File: src/rtl/cricket_pkg.sv
// Shared encodings for the two-innings match engine: outcome codes, match states
// and winner codes.
package cricket_pkg;

  localparam logic [2:0] OUT_DOT    = 3'd0;
  localparam logic [2:0] OUT_ONE    = 3'd1;
  localparam logic [2:0] OUT_TWO    = 3'd2;
  localparam logic [2:0] OUT_THREE  = 3'd3;
  localparam logic [2:0] OUT_FOUR   = 3'd4;
  localparam logic [2:0] OUT_SIX    = 3'd5;
  localparam logic [2:0] OUT_WICKET = 3'd6;
  localparam logic [2:0] OUT_WIDE   = 3'd7;

  typedef enum logic [2:0] {
    ST_IDLE  = 3'd0,
    ST_INN1  = 3'd1,
    ST_BREAK = 3'd2,
    ST_INN2  = 3'd3,
    ST_DONE  = 3'd4
  } state_t;

  localparam logic [1:0] WIN_NONE  = 2'b00;
  localparam logic [1:0] WIN_TEAM0 = 2'b01;
  localparam logic [1:0] WIN_TEAM1 = 2'b10;
  localparam logic [1:0] WIN_TIE   = 2'b11;

  // Runs credited to the batting side for one outcome code (a wide is one extra).
  function automatic logic [3:0] outcome_runs(input logic [2:0] code);
    case (code)
      OUT_SIX:    outcome_runs = 4'd6;
      OUT_WICKET: outcome_runs = 4'd0;
      OUT_WIDE:   outcome_runs = 4'd1;
      default:    outcome_runs = {1'b0, code};
    endcase
  endfunction

endpackage

File: src/rtl/cricket_match_engine_if.sv
// Manual-mode delivery handshake between the ball source and the match engine.
interface cricket_match_engine_if;
  logic       ball_valid;
  logic [2:0] ball_outcome;
  logic       ball_ready;

  modport master (output ball_valid, output ball_outcome, input ball_ready);
  modport slave  (input ball_valid, input ball_outcome, output ball_ready);
endinterface

File: src/rtl/cricket_lfsr16.sv
// 16-bit Fibonacci LFSR (taps 16,14,13,11) advancing only when step is high.
module cricket_lfsr16 #(
  parameter logic [15:0] SEED = 16'hACE1
) (
  input  logic        clk,
  input  logic        rst,
  input  logic        step,
  output logic [15:0] value
);

  logic fb;
  assign fb = value[15] ^ value[13] ^ value[12] ^ value[10];

  always_ff @(posedge clk or negedge rst) begin
    if (!rst)      value <= SEED;
    else if (step) value <= {value[14:0], fb};
  end

endmodule

File: src/rtl/cricket_match_engine.sv
// Two-innings limited-overs scorer: auto (LFSR) or manual deliveries, run chase,
// tie detection and registered match result.
module cricket_match_engine
  import cricket_pkg::*;
#(
  parameter int          BALLS_PER_OVER = 6,
  parameter int          OVERS          = 20,
  parameter int          MAX_WICKETS    = 10,
  parameter int          RUN_W          = 9,
  parameter logic [15:0] LFSR_SEED      = 16'hACE1,
  localparam int         MAX_BALLS      = BALLS_PER_OVER * OVERS,
  localparam int         BALL_W         = $clog2(MAX_BALLS + 1),
  localparam int         OVER_W         = $clog2(OVERS + 1)
) (
  input  logic                 clk,
  input  logic                 rst,
  input  logic                 play,
  input  logic                 mode,
  cricket_match_engine_if.slave ball,
  output logic [RUN_W-1:0]     runs,
  output logic [3:0]           wickets,
  output logic [BALL_W-1:0]    ball_count,
  output logic [OVER_W-1:0]    over_count,
  output logic [RUN_W:0]       target,
  output logic                 batting_team,
  output logic                 innings_over,
  output logic                 game_over,
  output logic [1:0]           winner
);

  localparam int BIO_W = $clog2(BALLS_PER_OVER + 1);

  state_t            state, nxt;
  logic              play_q, mode_q;
  logic [BIO_W-1:0]  ball_in_over;
  logic [1:0]        win_q;
  logic [15:0]       lfsr;
  logic              lfsr_unused;

  logic              in_play, start, accept, legal, over_end, chased, inn_end;
  logic [2:0]        code;
  logic [RUN_W:0]    sum;
  logic [RUN_W-1:0]  runs_nx;
  logic [3:0]        wickets_nx;
  logic [BALL_W-1:0] balls_nx;
  logic [OVER_W-1:0] overs_nx;

  assign in_play         = (state == ST_INN1) || (state == ST_INN2);
  assign start           = play & ~play_q;
  assign ball.ball_ready = in_play & mode_q;
  // Auto deliveries skip the start cycle so a fresh play press never scores.
  assign accept = in_play & (mode_q ? ball.ball_valid : (play & ~start));
  assign code   = mode_q ? ball.ball_outcome : lfsr[2:0];
  assign lfsr_unused = ^lfsr[15:3];

  cricket_lfsr16 #(.SEED(LFSR_SEED)) u_lfsr (
    .clk   (clk),
    .rst   (rst),
    .step  (accept & ~mode_q),
    .value (lfsr)
  );

  // Post-delivery values; end-of-innings is judged on these, not the old ones.
  assign legal      = (code != OUT_WIDE);
  assign sum        = {1'b0, runs} + (RUN_W+1)'(outcome_runs(code));
  assign runs_nx    = sum[RUN_W] ? '1 : sum[RUN_W-1:0];
  assign wickets_nx = wickets + 4'(code == OUT_WICKET);
  assign balls_nx   = ball_count + BALL_W'(legal);
  assign over_end   = legal && (ball_in_over == BIO_W'(BALLS_PER_OVER - 1));
  assign overs_nx   = over_count + OVER_W'(over_end);
  assign chased     = (state == ST_INN2) && ({1'b0, runs_nx} >= target);
  assign inn_end    = (balls_nx == BALL_W'(MAX_BALLS)) ||
                      (wickets_nx == 4'(MAX_WICKETS)) || chased;

  always_ff @(posedge clk or negedge rst) begin
    if (!rst) state <= ST_IDLE;
    else      state <= nxt;
  end

  always_comb begin
    nxt = state;
    case (state)
      ST_IDLE:  if (start) nxt = ST_INN1;
      ST_INN1:  if (accept && inn_end) nxt = ST_BREAK;
      ST_BREAK: if (start) nxt = ST_INN2;
      ST_INN2:  if (accept && inn_end) nxt = ST_DONE;
      ST_DONE:  if (start) nxt = ST_IDLE;
      default:  nxt = ST_IDLE;
    endcase
  end

  always_ff @(posedge clk or negedge rst) begin
    if (!rst) begin
      play_q       <= 1'b0;
      mode_q       <= 1'b0;
      runs         <= '0;
      wickets      <= '0;
      ball_count   <= '0;
      over_count   <= '0;
      ball_in_over <= '0;
      target       <= '0;
      batting_team <= 1'b0;
      win_q        <= WIN_NONE;
    end else begin
      play_q <= play;
      if (accept) begin
        runs         <= runs_nx;
        wickets      <= wickets_nx;
        ball_count   <= balls_nx;
        over_count   <= overs_nx;
        ball_in_over <= over_end ? '0 : ball_in_over + BIO_W'(legal);
        if (inn_end && state == ST_INN1) target <= {1'b0, runs_nx} + 1'b1;
        if (inn_end && state == ST_INN2) begin
          if ({1'b0, runs_nx} >= target)              win_q <= WIN_TEAM1;
          else if ({1'b0, runs_nx} == target - 1'b1)  win_q <= WIN_TIE;
          else                                        win_q <= WIN_TEAM0;
        end
      end else if (start) begin
        case (state)
          ST_IDLE, ST_BREAK, ST_DONE: begin
            runs         <= '0;
            wickets      <= '0;
            ball_count   <= '0;
            over_count   <= '0;
            ball_in_over <= '0;
          end
          default: ;
        endcase
        case (state)
          ST_IDLE:  mode_q <= mode;
          ST_BREAK: batting_team <= 1'b1;
          ST_DONE: begin
            mode_q       <= 1'b0;
            target       <= '0;
            batting_team <= 1'b0;
            win_q        <= WIN_NONE;
          end
          default: ;
        endcase
      end
    end
  end

  assign innings_over = (state == ST_BREAK) || (state == ST_DONE);
  assign game_over    = (state == ST_DONE);
  assign winner       = (state == ST_DONE) ? win_q : WIN_NONE;

endmodule

File: src/flat_wrapper.sv
// flat-port wrapper written by rule: the top's interface ports become plain ports
module cricket_match_engine_flat import cricket_pkg::*;
#(
  parameter int          BALLS_PER_OVER = 6,
  parameter int          OVERS          = 20,
  parameter int          MAX_WICKETS    = 10,
  parameter int          RUN_W          = 9,
  parameter logic [15:0] LFSR_SEED      = 16'hACE1,
  localparam int         MAX_BALLS      = BALLS_PER_OVER * OVERS,
  localparam int         BALL_W         = $clog2(MAX_BALLS + 1),
  localparam int         OVER_W         = $clog2(OVERS + 1)
)
  (clk, rst, play, mode, runs, wickets, ball_count, over_count, target, batting_team, innings_over, game_over, winner, ball_ball_valid, ball_ball_outcome, ball_ball_ready);
  cricket_match_engine_if ball_i ();
  input  logic clk;
  input  logic rst;
  input  logic play;
  input  logic mode;
  output logic [RUN_W-1:0] runs;
  output logic [3:0] wickets;
  output logic [BALL_W-1:0] ball_count;
  output logic [OVER_W-1:0] over_count;
  output logic [RUN_W:0] target;
  output logic batting_team;
  output logic innings_over;
  output logic game_over;
  output logic [1:0] winner;
  input wire logic [$bits(ball_i.ball_valid)-1:0] ball_ball_valid;
  input wire logic [$bits(ball_i.ball_outcome)-1:0] ball_ball_outcome;
  output wire logic [$bits(ball_i.ball_ready)-1:0] ball_ball_ready;
  assign ball_i.ball_valid = ball_ball_valid;
  assign ball_i.ball_outcome = ball_ball_outcome;
  assign ball_ball_ready = ball_i.ball_ready;
  cricket_match_engine #(.BALLS_PER_OVER(BALLS_PER_OVER), .OVERS(OVERS), .MAX_WICKETS(MAX_WICKETS), .RUN_W(RUN_W), .LFSR_SEED(LFSR_SEED)) u_core (.clk(clk), .rst(rst), .play(play), .mode(mode), .ball(ball_i), .runs(runs), .wickets(wickets), .ball_count(ball_count), .over_count(over_count), .target(target), .batting_team(batting_team), .innings_over(innings_over), .game_over(game_over), .winner(winner));
endmodule
File: config.mk
export PLATFORM = sky130hd
export DESIGN_NAME = cricket_match_engine_flat
export DESIGN_NICKNAME = d
export VERILOG_FILES = /design/src/rtl/cricket_pkg.sv /design/src/rtl/cricket_match_engine_if.sv /design/src/rtl/cricket_lfsr16.sv /design/src/rtl/cricket_match_engine.sv /design/src/flat_wrapper.sv
export SDC_FILE = /design/constraint.sdc
export NUM_CORES = 1
export LEC_CHECK = 0
export BUFFER_PORTS_ARGS = -buffer_cell sky130_fd_sc_hd__buf_2
export CAP_MARGIN = 25
export CORE_MARGIN = 8
export CORE_UTILIZATION = 30
export CTS_CLUSTER_SIZE = 30
export DETAILED_ROUTE_END_ITERATION = 8
export PLACE_DENSITY = 0.53
export REMOVE_ABC_BUFFERS = 1
export SETUP_SLACK_MARGIN = 0.4
export SYNTH_ARGS = -nofsm -noshare
export SYNTH_HDL_FRONTEND = slang
export SYNTH_HIERARCHICAL = 1
export SYNTH_SLANG_ARGS = --single-unit
File: constraint.sdc
create_clock -name clk -period 3.6 [get_ports clk]
set_input_delay 0.9 -clock clk [delete_from_list [all_inputs] [get_ports clk]]
set_output_delay 0.9 -clock clk [all_outputs]
set_load 0.005 [all_outputs]
* Word-level counts from Yosys, hierarchy flattened
Cells that the tools add are included.
** Operators by class
- Reduce and logical (&&, ||, !) cells :: 22
- Bitwise operators :: 12
- Magnitude comparators :: 1
- Muxes and demuxes :: 39
- Add/subtract/negate cells :: 7
- Equal/unequal tests :: 19
** Operators with widths (count)
- $mux W10 :: 4
- $mux W9 :: 4
- $mux W3 :: 10
- $mux W7 :: 3
- $eq A3 B3 Y1 const B :: 5
- $mux W5 :: 3
- $pmux W3 S5 :: 1
- $mux W2 :: 7
- $mux W4 :: 3
- $reduce_and A3 Y1 :: 4
- $add A9 B1 Y10 const B :: 1
- $add A9 B3 Y10 :: 1
- $eq A9 B10 Y1 :: 1
- $ge A9 B10 Y1 :: 1
- $reduce_bool A2 Y1 :: 5
- $sub A10 B1 Y10 const B :: 1
- $pmux W3 S3 :: 1
- $ne A2 B2 Y1 const B :: 4
- $add A7 B1 Y7 :: 1
- $eq A7 B7 Y1 const B :: 1
- $eq A3 B2 Y1 const B :: 2
- $ne A2 B1 Y1 const B :: 3
- $add A5 B1 Y5 :: 1
- $and A1 B1 Y1 :: 5
- 15 further kinds :: 28
** Word-level totals
- Bits of input ports :: 8
- Flip-flop bits (word level) :: 62
- Output and inout bits :: 41

* Depth between registers and ports, before layout
- Depth in word-level cells :: 11
- Mapped depth :: 18
- Depth with buffers taken out :: 17

* Hierarchy
Netlist, hierarchy kept.
** By module, submodules not included
- cricket_match_engine :: times used 1, area an instance 3168.0 sq um, cells each 348
- cricket_lfsr16 :: times used 1, area an instance 675.6 sq um, cells each 38

* Worst setup path before layout
No wires, ideal clock.
- Path type :: input port to flip-flop
- From :: input ball_ball_outcome[2]
- To :: register u_core.state[2]
- Arrival :: 3780 ps
- Data required time :: 3453 ps
- Setup slack :: -327 ps
- Stages :: 15
- Library setup time :: 147 ps
- Buffers on the path :: 0
- Path through :: nand2_1 > o32ai_1 > nor2_1 > ha_1 > fa_1 > a21o_2 > nand4_1 > mux2i_1 > inv_1 > ha_1 > and4b_1 > a21oi_1 > nand2_1 > o21ai_0 > o21ai_0
** On the way
- Cells in the longest elaborated chain, start to end :: 11
- Elaborated cells between the ends (all ways) :: 20
- Classes of those cells :: 3 x add/sub; 1 x order compare; 8 x eq/ne; 3 x mux; 5 x reduce/logical
** RTL lines
- from (decl) :: line flat_wrapper.sv:29 : input wire logic [$bits(ball_i.ball_outcome)-1:0] ball_ball_outcome;
- $mux W3 (*) :: line cricket_match_engine.sv:53 : assign code = mode_q ? ball.ball_outcome : lfsr[2:0];
- $eq A3 B3 Y1, on equally long branches :: line cricket_pkg.sv:29, cricket_match_engine.sv:67
- $pmux W3 S3 :: line cricket_pkg.sv:29 : case (code)
- $add A9 B3 Y10 :: line cricket_match_engine.sv:65 : assign sum = {1'b0, runs} + (RUN_W+1)'(outcome_runs(code));
- $mux W9 :: line cricket_match_engine.sv:66 : assign runs_nx = sum[RUN_W] ? '1 : sum[RUN_W-1:0];
- $ge A9 B10 Y1 :: line cricket_match_engine.sv:71 : assign chased = (state == ST_INN2) && ({1'b0, runs_nx} >= target);
- $logic_and A1 B1 Y1 :: line cricket_match_engine.sv:71
- $logic_or A1 B1 Y1 (*) :: line cricket_match_engine.sv:73 : (wickets_nx == 4'(MAX_WICKETS)) || chased;
- $logic_and A1 B1 Y1 (*) :: line cricket_match_engine.sv:84, cricket_match_engine.sv:86
- $ne A2 B2 Y1 (no line)
- $reduce_and A5 Y1 (no line) (*)
- to (signal assigned) :: line cricket_match_engine.sv:77 : else state <= nxt;
- to (decl) :: line cricket_match_engine.sv:33 : state_t state, nxt;
Every way passes the cells marked *; elsewhere a longest branch is shown, timed or not.
A chain may end at the register's enable or synchronous reset.

* Worst setup path in the final report
- From :: input ball_ball_outcome[1]
- To :: register u_core.win_q[1]
** On the way
- Cells in the longest elaborated chain, start to end :: 11
- Elaborated cells between the ends (all ways) :: 24
- Classes of those cells :: 3 x add/sub; 1 x order compare; 8 x eq/ne; 7 x mux; 5 x reduce/logical
** RTL lines
- $mux W3 (*) :: line cricket_match_engine.sv:53
- $eq A3 B3 Y1, on equally long branches :: line cricket_pkg.sv:29, cricket_match_engine.sv:67
- $pmux W3 S3 :: line cricket_pkg.sv:29
- $add A9 B3 Y10 :: line cricket_match_engine.sv:65
- $mux W9 :: line cricket_match_engine.sv:66
- $ge A9 B10 Y1 :: line cricket_match_engine.sv:71, cricket_match_engine.sv:114
- $logic_and A1 B1 Y1 :: line cricket_match_engine.sv:71
- $logic_or A1 B1 Y1 :: line cricket_match_engine.sv:73
- $logic_and A1 B1 Y1 :: line cricket_match_engine.sv:113 : if (inn_end && state == ST_INN2) begin
- $ne A2 B2 Y1 (no line)
- $reduce_and A3 Y1 (no line)
- to (signal assigned) :: line cricket_match_engine.sv:114 : if ({1'b0, runs_nx} >= target) win_q <= WIN_TEAM1;
- to (signal assigned) :: line cricket_match_engine.sv:115 : else if ({1'b0, runs_nx} == target - 1'b1) win_q <= WIN_TIE;
- to (signal assigned) :: line cricket_match_engine.sv:116 : else win_q <= WIN_TEAM0;
- to (decl) :: line cricket_match_engine.sv:36 : logic [1:0] win_q;
Every way passes the cells marked *; elsewhere a longest branch is shown, timed or not. The select of a mux whose other input is x is not followed.

==> out/qor.yml <==
global_routing:
  antenna_found_initial: 0
  first_global_vias: 3101
  overflow: 0
  grt_pass1_wl_um: 16020
  gr-usage-all-layers_pct: 12.24
  grt_start_max_net_pins: 42
yosys:
  netlist_area_um2: 3844
  syn_inst: 386
  synth_ff_type: "dfrtp_1"
  ys_async_sr_fraction_pct: 100.0
  synth_edf_count: 0
  ys_ff_latch: 62
  syn_avg_cell_area_um2: 9.958
  synthTopCellsByArea: "dfrtp_1 35%, ha_1 7.2%, dfstp_2 5.5%"
  synth_area_leader_cell: "dfrtp_1"
  synth_top_area_share_pct: 35.16
  ys_types: 66
  ys_seq_area_share_pct: 40.63
  yosysWarnings: 6
setup_path:
  crit_arrival_ns: 3.66
  crit_slowest_cell: "mux2_4"
  crit_chain: "buf_8 > mux2i_1 > nand2_1 > o21ai_2 > ha_1 > a211oi_4 > nor2_2 > and3_1 > mux2_4 > ha_4 > and4b_2 > a21oi_4 > nand2_2 > buf_6 > a32oi_4 > o31ai_4"
  critPathBufInv: 2
  worstSetupEndpointType: "flop"
  critPathRequiredTime_ns: 3.81
  path_delay_family: "compound AO/OA/AOI/OAI gates"
  setup.worst_path.start_class: "input pin"
  crit_path_max_fanout: 3
  critPathMaxStageDelay_ns: 0.32
  path_class: "in -> reg"
clock_network:
  ctsHoldBuffers: 0
  cts.sinks: 62
  clk_transition_reported_paths_ns: 0.06
  insertion_delay_ns: 0.33
  cts.root.buffer_cell: "clkbuf_16"
  cts_tree: "yes"
  cts-buffers-inserted: 9
  cts_max_level: 3
  clock_path_buffers: 2
route:
  wl_met2_um: 4374
  drtIter0Drc: 174
  dr.max_layer_used: "met4"
  vias: 3106
  viasPerCell: 4.816
  wl_met1_um: 4682
  route.met3.wl_um: 487
  drc: 0
  drt_wl_total_um: 9798
  first_pass_iters: 4
  ant_nets: 0
  wl_per_cell_um: 15.19
timing:
  fin_skew_ns: 0.006089
  drv_slew: 0
  finalSetupTns_ns: 0
  relSlewSlack_pct: 64.07
  hold_viol_final: 0
  fin_hold_ws_ns: 0.4956
  min_period_ns: 3.453
  max_freq_mhz: 289.6
  setup_viol: 0
  fin_crit_sh_pct: 95.92
  rsz0062_at_grt: "yes"
  worstMarginPinSlew_ns: 0.5333
power:
  p_leak_nw: 2.355
  powerDensity_nw_per_um2: 719.5
  vdd_ir_drop_max_mv: 0.3348
placed_design:
  dp_hpwl_um: 7129
  globalplace.congestion: 0.8604
  dp.cells: 627
  port_buffers: 48
  placed_area_um2: 4483
outcome:
  outcome: "completed"
die:
  core.rowCount: 41
  die_h_um: 129.2
  core_area_um2: 12570
  start_util_pct: 30.58
  dieArea_um2: 16690
  ios: 49
  die_w_um: 129.2
layout:
  drive_gt1_share_pct: 35.31
  fin_util_pct: 39.71
  fin_cells: 645
  fin_area_um2: 4991
  syn2layout_area_growth_pct: 29.85
  nets: 499
  diodes: 0
worst_hold_path:
  hp-class: "reg -> reg"
run:
  max_cap_viol_count: 0
[per-layer routing]
metal	up-vias	track usage, %
li1	1535	-
met1	1486	15.98
met2	69	18.35
met3	16	2.465
met4	0	7.256
met5	-	0
[flip-flops by register name (all words and copies together) (netlist names), 2 cells and up]
signal	count
u_core/ball_in_over	3
u_core/wickets	4
u_core/over_count	5
u_core/u_lfsr/value	16
u_core/win_q	2
u_core/runs	9
u_core/state	3
u_core/target	10
u_core/ball_count	7
[power breakdown]
| group | internal [W] | switching, W |
|---|---|---|
| sequential | 0.000866 | 0.000154 |
| combinational | 0.000889 | 0.000825 |
| clock | 0.000534 | 0.000322 |
| total | 0.00229 | 0.00130 |
[stage by stage]
step	power, W	setup slack, ns
after global routing	0.003856	-0.05712
after detailed placement	0.002531	-0.5656
after floorplan	0.001876	-0.3239
after global placement	0.002510	-0.4451
after CTS	0.003478	0.1146
final	0.003591	0.1469
[cell type report]
type	instances	area [µm²]
Sequential cell	62	1563
Inverter	23	86.33
Clock inverter	6	61.31
Tap cell	172	215.2
Clock buffer	10	229.0
Multi-Input combinational cell	287	2285
Timing Repair Buffer	85	551.8
Fill cell	1249	7577
[logic make-up (layout without fill, tap and decap cells)]
group	count (synthesis)	count (layout)	share of synthesized area, %
AND/OR/NAND/NOR	123	123	16.31
flip-flops	62	62	40.63
AO/OA/AOI/OAI	83	83	15.24
XOR/XNOR	34	34	7.943
buffers and inverters	37	124	4.362
multiplexers	24	24	7.845
adder cells (fa/ha/maj)	23	23	7.682
[timing repair]
item | in CTS | in global routing
buffers inserted | 1 | 1
resized for setup | 23 | 23
endpoints found under the setup margin | 5 | 13
pin swaps | 16 | 16
[cells in the final DEF (no fill, tap or decap), types with 8 or more instances in the layout]
| cell type | Yosys | layout |
|---|---|---|
| dfstp_2 | 8 | 8 |
| clkbuf_16 | 0 | 9 |
| buf_2 | 1 | 45 |
| inv_1 | 23 | 22 |
| xor2_1 | 10 | 10 |
| a22o_1 | 10 | 10 |
| nand2_1 | 31 | 29 |
| o21ai_0 | 37 | 30 |
| nor2_1 | 23 | 22 |
| mux2_4 | 9 | 9 |
| nand3_1 | 27 | 26 |
| buf_4 | 1 | 35 |
| dfrtp_1 | 54 | 53 |
| ha_1 | 22 | 18 |
| xnor2_1 | 23 | 23 |
[final timing paths]
kind | to | slack (ns) | depth (start not counted) | startpoint
worst max-delay path | u_core/win_q[1] | 0.15 | 16 | ball_ball_outcome[1]
worst min-delay path | u_core/ball_in_over[2] | 0.50 | 1 | u_core/ball_in_over[2]
worst max register to register | u_core/win_q[1] | 0.19 | 16 | u_core/mode_q
worst min register to register | u_core/ball_in_over[2] | 0.50 | 1 | u_core/ball_in_over[2]
max in group asynchronous | u_core/mode_q | 2.10 | 2 | rst
min in group asynchronous | u_core/target[1] | 0.55 | 1 | rst
[synth_stat cells (2+ instances only)]
cell      instances
a21oi_1           9
a22o_1           10
and2_1            3
and3_1            5
and4b_1           2
clkbuf_1          9
dfrtp_1          54
dfstp_2           8
ha_1             22
inv_1            23
mux2_2            7
mux2_4            9
mux2i_1           6
mux2i_2           2
nand2_1          31
nand2b_1          2
nand3_1          27
nand3b_1          2
nand4_1           5
nor2_1           23
nor2b_1           3
nor3_1            7
nor3_2            2
nor4_1            2
o21ai_0          37
o31ai_2           3
o41ai_1           2
or2_2             2
xnor2_1          23
xor2_1           10
[worst reg2reg max path, cell delays in order, from the launching register on]
cell,delay (ns)
dfrtp_2,0.48
buf_4,0.16
mux2i_1,0.18
nor2_1,0.07
ha_2,0.22
fa_2,0.38
a21o_4,0.22
nand4_1,0.11
mux2i_1,0.24
inv_1,0.11
ha_4,0.24
and4b_2,0.26
a21oi_4,0.16
nand2_2,0.08
buf_6,0.14
a32oi_4,0.18
o31ai_4,0.09
Power figures use the tool's default switching activity.
